<file path="config.mk">
export PLATFORM = sky130hd
export DESIGN_NAME = mem_arbiter
export DESIGN_NICKNAME = d
export VERILOG_FILES = /design/src/rtl/mem_arbiter_pkg.sv /design/src/rtl/mem_arbiter_rr_arbiter2.sv /design/src/rtl/mem_arbiter.sv
export SDC_FILE = /design/constraint.sdc
export NUM_CORES = 1
export LEC_CHECK = 0
export CAP_MARGIN = 25
export CORE_MARGIN = 3
export CORE_UTILIZATION = 43
export CTS_BUF_LIST = sky130_fd_sc_hd__clkbuf_8
export CTS_CLUSTER_SIZE = 24
export DETAILED_ROUTE_END_ITERATION = 12
export GPL_TIMING_DRIVEN = 0
export PLACE_DENSITY = 0.83
export SLEW_MARGIN = 5
export SYNTH_ARGS = -nofsm -noshare
export SYNTH_HDL_FRONTEND = slang
export SYNTH_SLANG_ARGS = --single-unit
</file>
<file path="constraint.sdc">
create_clock -name clk -period 1.8 [get_ports clk]
set_input_delay 0.36 -clock clk [delete_from_list [all_inputs] [get_ports clk]]
set_output_delay 0.36 -clock clk [all_outputs]
set_load 0.01 [all_outputs]
</file>
<file path="src/rtl/mem_arbiter_pkg.sv">
// Shared constants and state encodings for the two-master memory arbiter.
package mem_arbiter_pkg;

  localparam int unsigned MEMORY_WIDTH = 32;

  localparam logic RW_READ  = 1'b0;
  localparam logic RW_WRITE = 1'b1;

  // Request/grant bit positions
  localparam int unsigned PORT_I = 0;
  localparam int unsigned PORT_D = 1;

  typedef enum logic [1:0] {
    ArbIdle    = 2'd0,
    ArbBusy    = 2'd1,
    ArbRelease = 2'd2
  } arb_state_e;

endpackage

</file>
<file path="src/rtl/mem_arbiter_rr_arbiter2.sv">
// Two-request round-robin picker. Grant is combinational; the last winner
// is remembered so that a tie goes to the other port.
module mem_arbiter_rr_arbiter2
  import mem_arbiter_pkg::*;
(
  input  logic       clk,
  input  logic       reset,
  input  logic [1:0] req,
  input  logic       grant_en,
  output logic [1:0] grant
);

  logic last_d_q;  // 1 when the data port held the previous grant

  // Single request wins outright; a tie goes to the port not granted last
  always_comb begin
    grant = req;
    if (req == 2'b11) begin
      grant = last_d_q ? 2'b01 : 2'b10;
    end
  end

  // Remember the winner of every accepted grant
  always_ff @(posedge clk or negedge reset) begin
    if (!reset) begin
      last_d_q <= 1'b0;
    end else if (grant_en && (req != 2'b00)) begin
      last_d_q <= grant[PORT_D];
    end
  end

endmodule

</file>
<file path="src/rtl/mem_arbiter.sv">
// Instruction/data to single-slave memory arbiter with registered forwarding,
// round-robin fairness, per-port completion pulse and a no-ack watchdog.
module mem_arbiter
  import mem_arbiter_pkg::*;
#(
  parameter int unsigned WIDTH      = MEMORY_WIDTH,
  parameter int unsigned ADDR_WIDTH = 32,
  parameter int unsigned TIMEOUT    = 1024
) (
  input  logic                  clk,
  input  logic                  reset,
  input  logic                  i_enable,
  input  logic [ADDR_WIDTH-1:0] i_addr,
  output logic [WIDTH-1:0]      i_data_out,
  output logic                  i_ack,
  input  logic                  d_enable,
  input  logic                  d_rw,
  input  logic [ADDR_WIDTH-1:0] d_addr,
  input  logic [WIDTH/8-1:0]    d_byte_enable,
  input  logic [WIDTH-1:0]      d_data_in,
  output logic [WIDTH-1:0]      d_data_out,
  output logic                  d_ack,
  output logic                  mem_enable,
  output logic                  mem_rw,
  output logic [ADDR_WIDTH-1:0] mem_addr,
  output logic [WIDTH/8-1:0]    mem_byte_enable,
  output logic [WIDTH-1:0]      mem_data_in,
  input  logic [WIDTH-1:0]      mem_data_out,
  input  logic                  mem_ack,
  output logic                  timeout_err
);

  localparam int unsigned WdW = $clog2(TIMEOUT + 1);
  typedef logic [WdW-1:0] wd_t;
  localparam wd_t WdLast = wd_t'(TIMEOUT - 1);

  arb_state_e state_q, state_d;
  logic       owner_q, owner_d;  // 1 = data port owns the bus
  wd_t        wdog_q, wdog_d;
  logic [1:0] req, grant;
  logic       grant_en, wd_expire;

  logic                  mem_enable_d, mem_rw_d, i_ack_d, d_ack_d, timeout_err_d;
  logic [ADDR_WIDTH-1:0] mem_addr_d;
  logic [WIDTH/8-1:0]    mem_byte_enable_d;
  logic [WIDTH-1:0]      mem_data_in_d, i_data_out_d, d_data_out_d;

  assign req       = {d_enable, i_enable};
  assign grant_en  = (state_q == ArbIdle);
  // Asserted on the BUSY cycle whose un-acked edge would reach TIMEOUT
  assign wd_expire = (wdog_q == WdLast);

  mem_arbiter_rr_arbiter2 u_rr (
    .clk      (clk),
    .reset    (reset),
    .req      (req),
    .grant_en (grant_en),
    .grant    (grant)
  );

  // State register
  always_ff @(posedge clk or negedge reset) begin
    if (!reset) begin
      state_q <= ArbIdle;
    end else begin
      state_q <= state_d;
    end
  end

  // Next-state: grant from IDLE, finish on ack or watchdog, drain until ack drops
  always_comb begin
    state_d = state_q;
    case (state_q)
      ArbIdle:    if (req != 2'b00) state_d = ArbBusy;
      ArbBusy:    if (mem_ack || wd_expire) state_d = ArbRelease;
      ArbRelease: if (!mem_ack) state_d = ArbIdle;
      default:    state_d = ArbIdle;
    endcase
  end

  // Next values of the registered outputs, owner and watchdog
  always_comb begin
    owner_d           = owner_q;
    wdog_d            = wdog_q;
    mem_enable_d      = mem_enable;
    mem_rw_d          = mem_rw;
    mem_addr_d        = mem_addr;
    mem_byte_enable_d = mem_byte_enable;
    mem_data_in_d     = mem_data_in;
    i_data_out_d      = i_data_out;
    d_data_out_d      = d_data_out;
    i_ack_d           = 1'b0;
    d_ack_d           = 1'b0;
    timeout_err_d     = 1'b0;
    case (state_q)
      ArbIdle: begin
        if (grant[PORT_D]) begin
          owner_d           = 1'b1;
          wdog_d            = '0;
          mem_enable_d      = 1'b1;
          mem_rw_d          = d_rw ? RW_WRITE : RW_READ;
          mem_addr_d        = d_addr;
          mem_byte_enable_d = d_byte_enable;
          mem_data_in_d     = d_data_in;
        end else if (grant[PORT_I]) begin
          owner_d           = 1'b0;
          wdog_d            = '0;
          mem_enable_d      = 1'b1;
          mem_rw_d          = RW_READ;
          mem_addr_d        = i_addr;
          mem_byte_enable_d = '1;
          mem_data_in_d     = '0;
        end
      end
      ArbBusy: begin
        // An ack on the expiry edge still counts as a normal completion
        if (mem_ack) begin
          mem_enable_d = 1'b0;
          i_ack_d      = ~owner_q;
          d_ack_d      = owner_q;
          if (mem_rw == RW_READ) begin
            if (owner_q) d_data_out_d = mem_data_out;
            else         i_data_out_d = mem_data_out;
          end
        end else if (wd_expire) begin
          mem_enable_d  = 1'b0;
          timeout_err_d = 1'b1;
          i_ack_d       = ~owner_q;
          d_ack_d       = owner_q;
        end else begin
          wdog_d = wdog_q + 1'b1;
        end
      end
      default: ;
    endcase
  end

  // Output, owner and watchdog registers
  always_ff @(posedge clk or negedge reset) begin
    if (!reset) begin
      owner_q         <= 1'b0;
      wdog_q          <= '0;
      mem_enable      <= 1'b0;
      mem_rw          <= 1'b0;
      mem_addr        <= '0;
      mem_byte_enable <= '0;
      mem_data_in     <= '0;
      i_data_out      <= '0;
      d_data_out      <= '0;
      i_ack           <= 1'b0;
      d_ack           <= 1'b0;
      timeout_err     <= 1'b0;
    end else begin
      owner_q         <= owner_d;
      wdog_q          <= wdog_d;
      mem_enable      <= mem_enable_d;
      mem_rw          <= mem_rw_d;
      mem_addr        <= mem_addr_d;
      mem_byte_enable <= mem_byte_enable_d;
      mem_data_in     <= mem_data_in_d;
      i_data_out      <= i_data_out_d;
      d_data_out      <= d_data_out_d;
      i_ack           <= i_ack_d;
      d_ack           <= d_ack_d;
      timeout_err     <= timeout_err_d;
    end
  end

endmodule

</file>
* Yosys cells after proc, flatten, opt, wreduce, memory -nomap -nowiden
Index checks and enable logic that the tools add are counted.
Storage, ports and cells: register bits 152, output and inout port bits 137
Cells by class: $add $sub $neg 1, equal/unequal tests 11, muxes and demuxes 35, bitwise gates (word level) 2, reductions and logical operators 12
Operator list (count):
- two-way mux 32 bit | 4
- two-way mux 11 bit | 4
- case mux 11 bit (2 select lines) | 1
- two-way mux 1 bit | 17
- AND reduction 4 bit | 3
- adder 11 x 1 -> 11 bit, second input constant | 1
- equality test 11 x 10 -> 1 bit, second input constant | 1
- two-way mux 2 bit | 5
- != test 2 bit, second input constant | 5
- two-way mux 4 bit | 2
- != test 3 bit, second input constant | 2
- case mux 2 bit (3 select lines) | 1
- AND reduction 3 bit | 2
- nonzero test 2 bit | 3
- equality test 2 bit, second input constant | 2
- equality test 2 x 1 -> 1 bit, second input constant | 1
- zero test 2 bit | 1
- inverter 1 bit | 2
- case mux 1 bit (2 select lines) | 1
- AND reduction 2 bit | 1
- logical AND 1 bit | 1
- logical OR 1 bit | 1

* Depth between registers and ports, before layout
Gate-level depths: netlist (run 1).
word-level depth 5, depth in mapped cells 6, gate-level depth less buffers 6

* Cells and area by module
From an unflattened synthesis (run 1), not the netlist that was laid out.
Unflattened totals: cells, all modules 454, area total of the unflattened synthesis 6198.4 sq um
Modules (own cells, without submodules):
- mem_arbiter | times used 1, cells an instance 448, area each 6143.4 sq um, sequential area each 3778.6 sq um
- mem_arbiter_rr_arbiter2 | times used 1, cells an instance 6, area each 55.1 sq um, sequential area each 25.0 sq um

* Worst setup path before layout (run 1)
No wires, ideal clock.
path type register -> register, start point reg state_q[1], end point reg i_data_out[0], library setup time 128 ps, arrival time 1452 ps, data required time 1672 ps, setup slack 221 ps, cell stages (with the launch flop) 7, buffers on the path 3, period minus slack after synthesis 1579 ps, path through dfrtp_1 > nor2b_1 > buf_2 > and4b_1 > buf_2 > buf_4 > mux2_1
Between the ends: word-level cells in the longest chain between the ends 2
Ends and longest elaborated chain:
- from (decl) | RTL line mem_arbiter.sv:37 | arb_state_e state_q, state_d;
- from (signal assigned) | RTL line mem_arbiter.sv:64 | state_q <= ArbIdle;
- from (signal assigned) | RTL line mem_arbiter.sv:66 | state_q <= state_d;
- equality test 2 x 1 -> 1 bit | RTL line mem_arbiter.sv:95 | case (state_q)
- AND reduction 4 bit (no source line)
- to (signal assigned) | RTL line mem_arbiter.sv:161 | i_data_out <= i_data_out_d;
- to (decl) | RTL line mem_arbiter.sv:14 | output logic [WIDTH-1:0] i_data_out,
Every way passes these cells. A chain may end at the register's enable or synchronous reset.

* Worst setup path in the final report (run 1)
start point reg mem_data_in[31], end point out mem_data_in[31]
RTL lines:
- from (decl) | RTL line mem_arbiter.sv:27 | output logic [WIDTH-1:0] mem_data_in,
- from (signal assigned) | RTL line mem_arbiter.sv:160 | mem_data_in <= mem_data_in_d;
No word-level cell between the ends.

==> run metrics, run 1 <==
status complete, no violations; clock share of power between 15 and 20%; dominant cell type by area after synthesis dfrtp_1; RSZ-0062 raised after global routing no; Die Ht 125 um; Commonest cells post-synth 152 x dfrtp_1, 44 x nand2_1, 38 x o21ai_0, 35 x mux2_2, 33 x a22o_1; layout cells sized above 1 between 10% and 20%; largest net degree at the start of global routing between 80 and 90; Worst EP arrival approximately 1.4 ns; nets ~890; leakage 4.16 nW; CP Cell Sequence clkdlybuf4s50_1; Final Hold Vio Count 0; met3 WL 1.26 mm; peak supply drop 0.772 mV; core area about 0.014 sq mm; Root Buffer clkbuf_8; sw frac 33.1%; Netlist cell types 40; Yosys top cell area share a little over three fifths; DRT Pass-1 Iters 4; DRT met1 WL 6.93 mm; Cells after Synth around 450; Primary FF master, synth dfrtp_1; # diodes 0; Sum Neg Setup Slack 0 ns; Final min period roughly 1.7 ns; clk_skew 0.00902 ns; slowest stage delay, CP 0.58 ns; sequential power share about 37%; critical-path maximum fanout 2; ys async rst share 100%; vias per std cell around 5.2; vias roughly 4800; post-synthesis cell area between 0.006 and 0.007 sq mm; worst flop-to-flop path endpoint i_data_out[11]$_DFFE_PN0P_; r2r setup slk approximately 0.080 ns; Slew Limit Fails 0; worst setup path class flip-flop to primary output; endpoints failing setup 0; Int Pwr 0.0107 W; initial core utilization between 40% and 50%; clk sink count 152; EDFF count, synth 0; P per Cell Area between 1500 and 2000 mW/mm^2; Hold Crit Class flip-flop to flip-flop; FF-to-FF path depth 6; Comb pwr share a little under half; worst r2r src state_q[1]$_DFFE_PN0P_; switching power ~0.0053 W; CTS tree done; top-count cell post-synth dfrtp_1; crit start category flip-flop; largest cells by area after synthesis dfrtp_1 63%, mux2_2 6.5%, mux2_1 5.6%; number of port buffers around 270; RD Place Congestion 0.842; GR Overflow Total 0; Total Wirelength approximately 17 mm; WL/cell ~18 um; DR WL met2 ~8.4 mm; slew of the pin with the lowest slew margin between 0.7 and 0.8 ns; initial drt markers 280; first-pass GRT wire length around 27 mm; total CTS buffers 17; initial antenna violation count 0; Rel. slew slack 51.1%; Detail Placement HPWL 13.3 mm; family with the most delay on the worst path buffers and inverters; fmax around 0.57 GHz; yosys warns 0; max-cap viol count 0; CP startpoint mem_data_in[31]$_DFFE_PN0P_; uppermost layer routed met4; Yosys reg bits 152; total track usage between 20% and 30%; Final Util a little over two thirds; row count 42; num ports about 280; WHS between 0.4 and 0.5 ns; CP max-delay cell clkdlybuf4s50_1; Post-DRT Antenna Nets 0; Data required, critical path roughly 1.4 ns; CTS clock-pin slew for the worst setup and hold paths roughly 0.080 ns; crit path capture type primary output; syn nets a little under 600; Seq/Total Area, Yosys a little over three fifths; Tcrit/Tclk final 96.8%; die area about 0.016 sq mm; Mapped Avg Cell Area roughly 13 sq um; vias in the first global route approximately 5200; Die X between 100 and 150 um; drt drc 0; Crit. path cell count 1; latest clock arrival within the worst-skew pair ~0.42 ns; H-tree depth 4; area delta synth->final 58.0%; CP endpoint mem_data_in[31]; Bufs on Longest Clock Path 2; CP bufs+invs 1
[repair_timing]
| item | 4_1_cts | 5_1_grt |
|---|---|---|
| endpoints found under the hold margin | 79 | 0 |
| setup endpoints to repair | 43 | 81 |
| resized for setup | 6 | 19 |
| setup buffers | 2 | 1 |
| hold buffers | 1 | 0 |
[per-stage QoR]
step	total power [W]	worst slack, ns	area [sq um]	std cells
after detailed placement	0.0133	-0.513	9030	900
after global routing	0.0169	0.00437	9550	935
after floorplan	0.00894	0.221	6040	449
after CTS	0.0160	-0.0188	9490	935
after global placement	0.0130	-5.42	9000	899
final	0.0159	0.0570	9550	935
[worst min-delay path by stage]
stage                                   start                          end  slack, ns  cells after the start
final                     owner_q$_DFFE_PN0P_              i_ack$_DFF_PN0_       0.47                      1
after global routing            d_data_in[25]  mem_data_in[25]$_DFFE_PN0P_       0.50                      2
after CTS                 owner_q$_DFFE_PN0P_              i_ack$_DFF_PN0_       0.47                      1
after detailed placement                reset      mem_addr[6]$_DFFE_PN0P_       0.45                      1
after global placement    owner_q$_DFFE_PN0P_              i_ack$_DFF_PN0_       0.45                      1
after floorplan                         reset              d_ack$_DFF_PN0_       0.06                      0
[area by class of cell]
| type | count | area (sq um) |
|---|---|---|
| Tap cell | 176 | 220 |
| Buffer | 26 | 166 |
| Fill cell | 936 | 3960 |
| Sequential cell | 152 | 3800 |
| Inverter | 4 | 17.5 |
| Multi-Input combinational cell | 266 | 2110 |
| Clock inverter | 13 | 154 |
| Timing Repair Buffer | 279 | 2820 |
| Clock buffer | 19 | 262 |
[sequential cells by signal, indices dropped and copies added (netlist names), 2 cells and up]
signal	flops
d_data_out	32
i_data_out	32
mem_addr	32
mem_byte_enable	4
mem_data_in	32
state_q	2
wdog_q	11
[routing by layer]
metal  vias up  global-route usage [%]
met5         -                       0
li1       2212                       -
met4         0                    7.99
met1      2349                    27.3
met3        32                    7.38
met2       246                    37.2
[placed cells by master (no fill, tap or decap), types with 4 or more instances in the layout]
master	synthesis	layout
a22o_1	33	33
nor2_1	5	5
clkbuf_4	0	4
mux2i_1	32	32
clkdlybuf4s50_1	0	267
o21ai_0	38	38
mux2_2	35	35
dfrtp_1	152	152
nor3_1	4	4
mux2_1	30	30
o22a_1	4	4
inv_1	3	5
buf_4	3	7
clkbuf_8	0	19
clkbuf_1	12	11
dlymetal6s2s_1	0	5
nand2_1	44	44
a31oi_1	5	5
buf_2	12	4
[power by group through the flow]
stage | clock (W) | sequential (W) | combinational [W]
final | 0.00267 | 0.00594 | 0.00732
after global routing | 0.00289 | 0.00613 | 0.00783
after CTS | 0.00274 | 0.00592 | 0.00736
after detailed placement | 0 | 0.00598 | 0.00730
after global placement | 0 | 0.00589 | 0.00712
after floorplan | 0 | 0.00656 | 0.00238
[kinds of logic after synthesis]
| kind of cell | share of synthesized area, % |
|---|---|
| flip-flops | 63.0 |
| multiplexers | 17.4 |
| AO/OA/AOI/OAI | 11.0 |
| AND/OR/NAND/NOR | 6.01 |
| buffers and inverters | 2.40 |
| adder cells (fa/ha/maj) | 0.207 |
Power figures use the tool's default switching activity.
==> run 2, diff against run 1 <==
--- a/config.mk
+++ b/config.mk
@@ -5,7 +5,6 @@
 export SDC_FILE = /design/constraint.sdc
 export NUM_CORES = 1
 export LEC_CHECK = 0
-export CAP_MARGIN = 25
 export CORE_MARGIN = 3
 export CORE_UTILIZATION = 43
 export CTS_BUF_LIST = sky130_fd_sc_hd__clkbuf_8
==> results of run 2 <==
No change in the layout: final DEF, timing and power equal those of run 1.
==> run 3, diff against run 2 <==
--- a/config.mk
+++ b/config.mk
@@ -5,7 +5,6 @@
 export SDC_FILE = /design/constraint.sdc
 export NUM_CORES = 1
 export LEC_CHECK = 0
-export CORE_MARGIN = 3
 export CORE_UTILIZATION = 43
 export CTS_BUF_LIST = sky130_fd_sc_hd__clkbuf_8
 export CTS_CLUSTER_SIZE = 24
==> run metrics, run 3 (same netlist as run 1, synthesis figures left out) <==
fmax 0.569 GHz (-0.82%); drt drc 0 (unchanged); Total Wirelength 17.2 mm (+0.73%); crit start category flip-flop; most frequent cells in the layout 270 x clkdlybuf4s50_1, 151 x dfrtp_1, 44 x nand2_1; layout cells sized above 1 13.0% (+0.51 points); # fillers 944 (+0.85%); clk_skew 0.0111 ns (+0.00210 ns); area delta synth->final 57.5%; first-pass GRT wire length 26.4 mm (-3.9%); Comb pwr share 46.3% (+0.3 points); crit path capture type primary output; Hold Crit Class input pin to async pin; H-tree depth 4 (unchanged); vias 4820 (-0.39%); slowest stage delay, CP 0.55 ns (-0.03 ns); worst setup path class flip-flop to primary output; Rel. slew slack 64.7% (+14 points); nets 886 (+0.11%); CP startpoint d_data_out[13]$_DFFE_PN0P_; Die X 121 um (-3.2%); Data required, critical path 1.44 ns (about the same); RD Place Congestion 0.819 (-2.8%); number of port buffers 274 (unchanged); final setup margin 0.0426 ns (-0.0144 ns); Post-DRT Antenna Nets 0 (unchanged); clk sink count 152 (unchanged); latest clock arrival within the worst-skew pair 0.44 ns (+0.02 ns); worst r2r src state_q[1]$_DFFE_PN0P_; row count 42 (unchanged); total CTS buffers 17 (unchanged); GR Overflow Total 0 (unchanged); met2 Usage GRT 42.3% (+5.1 points); P per Cell Area 1670 mW/mm^2 (about the same); RSZ-0062 raised after global routing no; most common cell after layout, fill and taps aside clkdlybuf4s50_1; total track usage 24.2% (+1.8 points); sw frac 33.5% (+0.43 points); Final min period 1.76 ns (+0.0144 ns); Final Util 70.7% (about the same); Sum Neg Setup Slack 0 ns (unchanged); pre-CTS setup slack -0.488 ns (+0.0252 ns); WL/cell 18.3 um (+0.63%); Final Hold Vio Count 0 (unchanged); Tcrit/Tclk final 97.6% (+0.80 points); die area 0.0145 sq mm (-6.3%); switching power 0.00532 W (+0.97%); CP bufs+invs 1 (unchanged); r2r setup slk 0.10 ns (+0.02 ns); vias in the first global route 5054 (-3.2%); met3 Use GR 7.22% (-0.16 points); largest net degree at the start of global routing 99 (+22%); max-cap viol count 0 (unchanged); # diodes 0 (unchanged); Root Buffer clkbuf_8; vias per std cell 5.15 (-0.50%); family with the most delay on the worst path buffers and inverters; CTS clock-pin slew for the worst setup and hold paths 0.08 ns (about the same); WHS 0.429 ns (-0.0370 ns); CTS tree done; CP Cell Sequence clkdlybuf4s50_1; Int Pwr 0.0105 W (-0.98%); initial core utilization 44.9% (+0.17 points); peak supply drop 0.788 mV (+2.1%); critical-path maximum fanout 2 (unchanged); Worst EP arrival 1.40 ns (+0.02 ns); Bufs on Longest Clock Path 2 (unchanged); Detail Placement HPWL 13.1 mm (-1.6%); worst flop-to-flop path endpoint i_data_out[17]$_DFFE_PN0P_; sequential power share 37.4% (about the same); endpoints failing setup 0 (unchanged); grt peak-use layer met2; CP max-delay cell clkdlybuf4s50_1; num ports 275 (unchanged); slew of the pin with the lowest slew margin 0.530 ns (-0.205 ns); status complete, no violations; core area 0.0135 sq mm (-0.39%); Crit. path cell count 1 (unchanged); DRT Pass-1 Iters 6 (+2); leakage 4.12 nW (-0.98%); Slew Limit Fails 0 (unchanged); met1 GRT Util 28.0% (+0.73 points); FF-to-FF path depth 6 (unchanged); initial antenna violation count 0 (unchanged); clock share of power 16.3% (-0.5 points); initial drt markers 235 (-16%); Die Ht 121 um (-3.2%); Design Power 0.0159 W (-0.34%)
run 3: changes by cell type in the layout (fill, tap and decap cells not counted), moves of 2 or more:
cell	change
clkbuf_4	-3
clkdlybuf4s50_1	+3
buf_2	+3
dlymetal6s2s_1	-4
buf_6	+2
run 3: timing repair:
action | in CTS | in global routing
setup buffers | 0 | 3
endpoints found under the hold margin | 54 | 0
cloned | 0 | 1
pin swaps | 0 | 1
resized for setup | 6 | 17
endpoints found under the setup margin | 13 | 137
hold buffers | 1 | 0
run 3: worst max-delay path by stage:
stage,slack (ns),end
2_1_floorplan,0.22,i_data_out[0]$_DFFE_PN0P_
3_3_place_gp,-5.39,mem_addr[4]$_DFFE_PN0P_
3_5_place_dp,-0.49,wdog_q[10]$_DFFE_PN0P_
4_1_cts,-0.01,i_data_out[4]$_DFFE_PN0P_
5_1_grt,0.001,mem_addr[1]$_DFFE_PN0P_
6_report,0.04,d_data_out[13]
run 3: power groups by stage:
stage                     combinational, W  sequential [W]  clock (W)
after global routing               0.00785         0.00612    0.00278
after global placement             0.00710         0.00588          0
after detailed placement           0.00731         0.00597          0
after CTS                          0.00735         0.00592    0.00264
final                              0.00735         0.00593    0.00258
after floorplan                    0.00238         0.00656          0
run 3: cell type report:
cell class | count | area [sq um] | share of cell area, %
multi-input combinational | 266 | 2100 | 22.1
clock inverter | 12 | 125 | 1.31
timing repair buffer | 280 | 2810 | 29.5
tap | 176 | 220 | 2.31
sequential | 152 | 3800 | 40.0
clock buffer | 20 | 275 | 2.89
buffer | 26 | 163 | 1.71
inverter | 4 | 17.5 | 0.184
run 3: through the flow:
| stage | cells | instance area, sq um |
|---|---|---|
| after floorplan | 449 | 6040 |
| after global placement | 899 | 9000 |
| after detailed placement | 900 | 9030 |
| after CTS | 933 | 9450 |
| after global routing | 936 | 9520 |
| final | 936 | 9520 |
run 3: routing by layer:
metal	up-vias	wire, um
met5	-	0
met4	0	319
li1	2214	-
met2	242	8760
met1	2341	6670
met3	23	1410
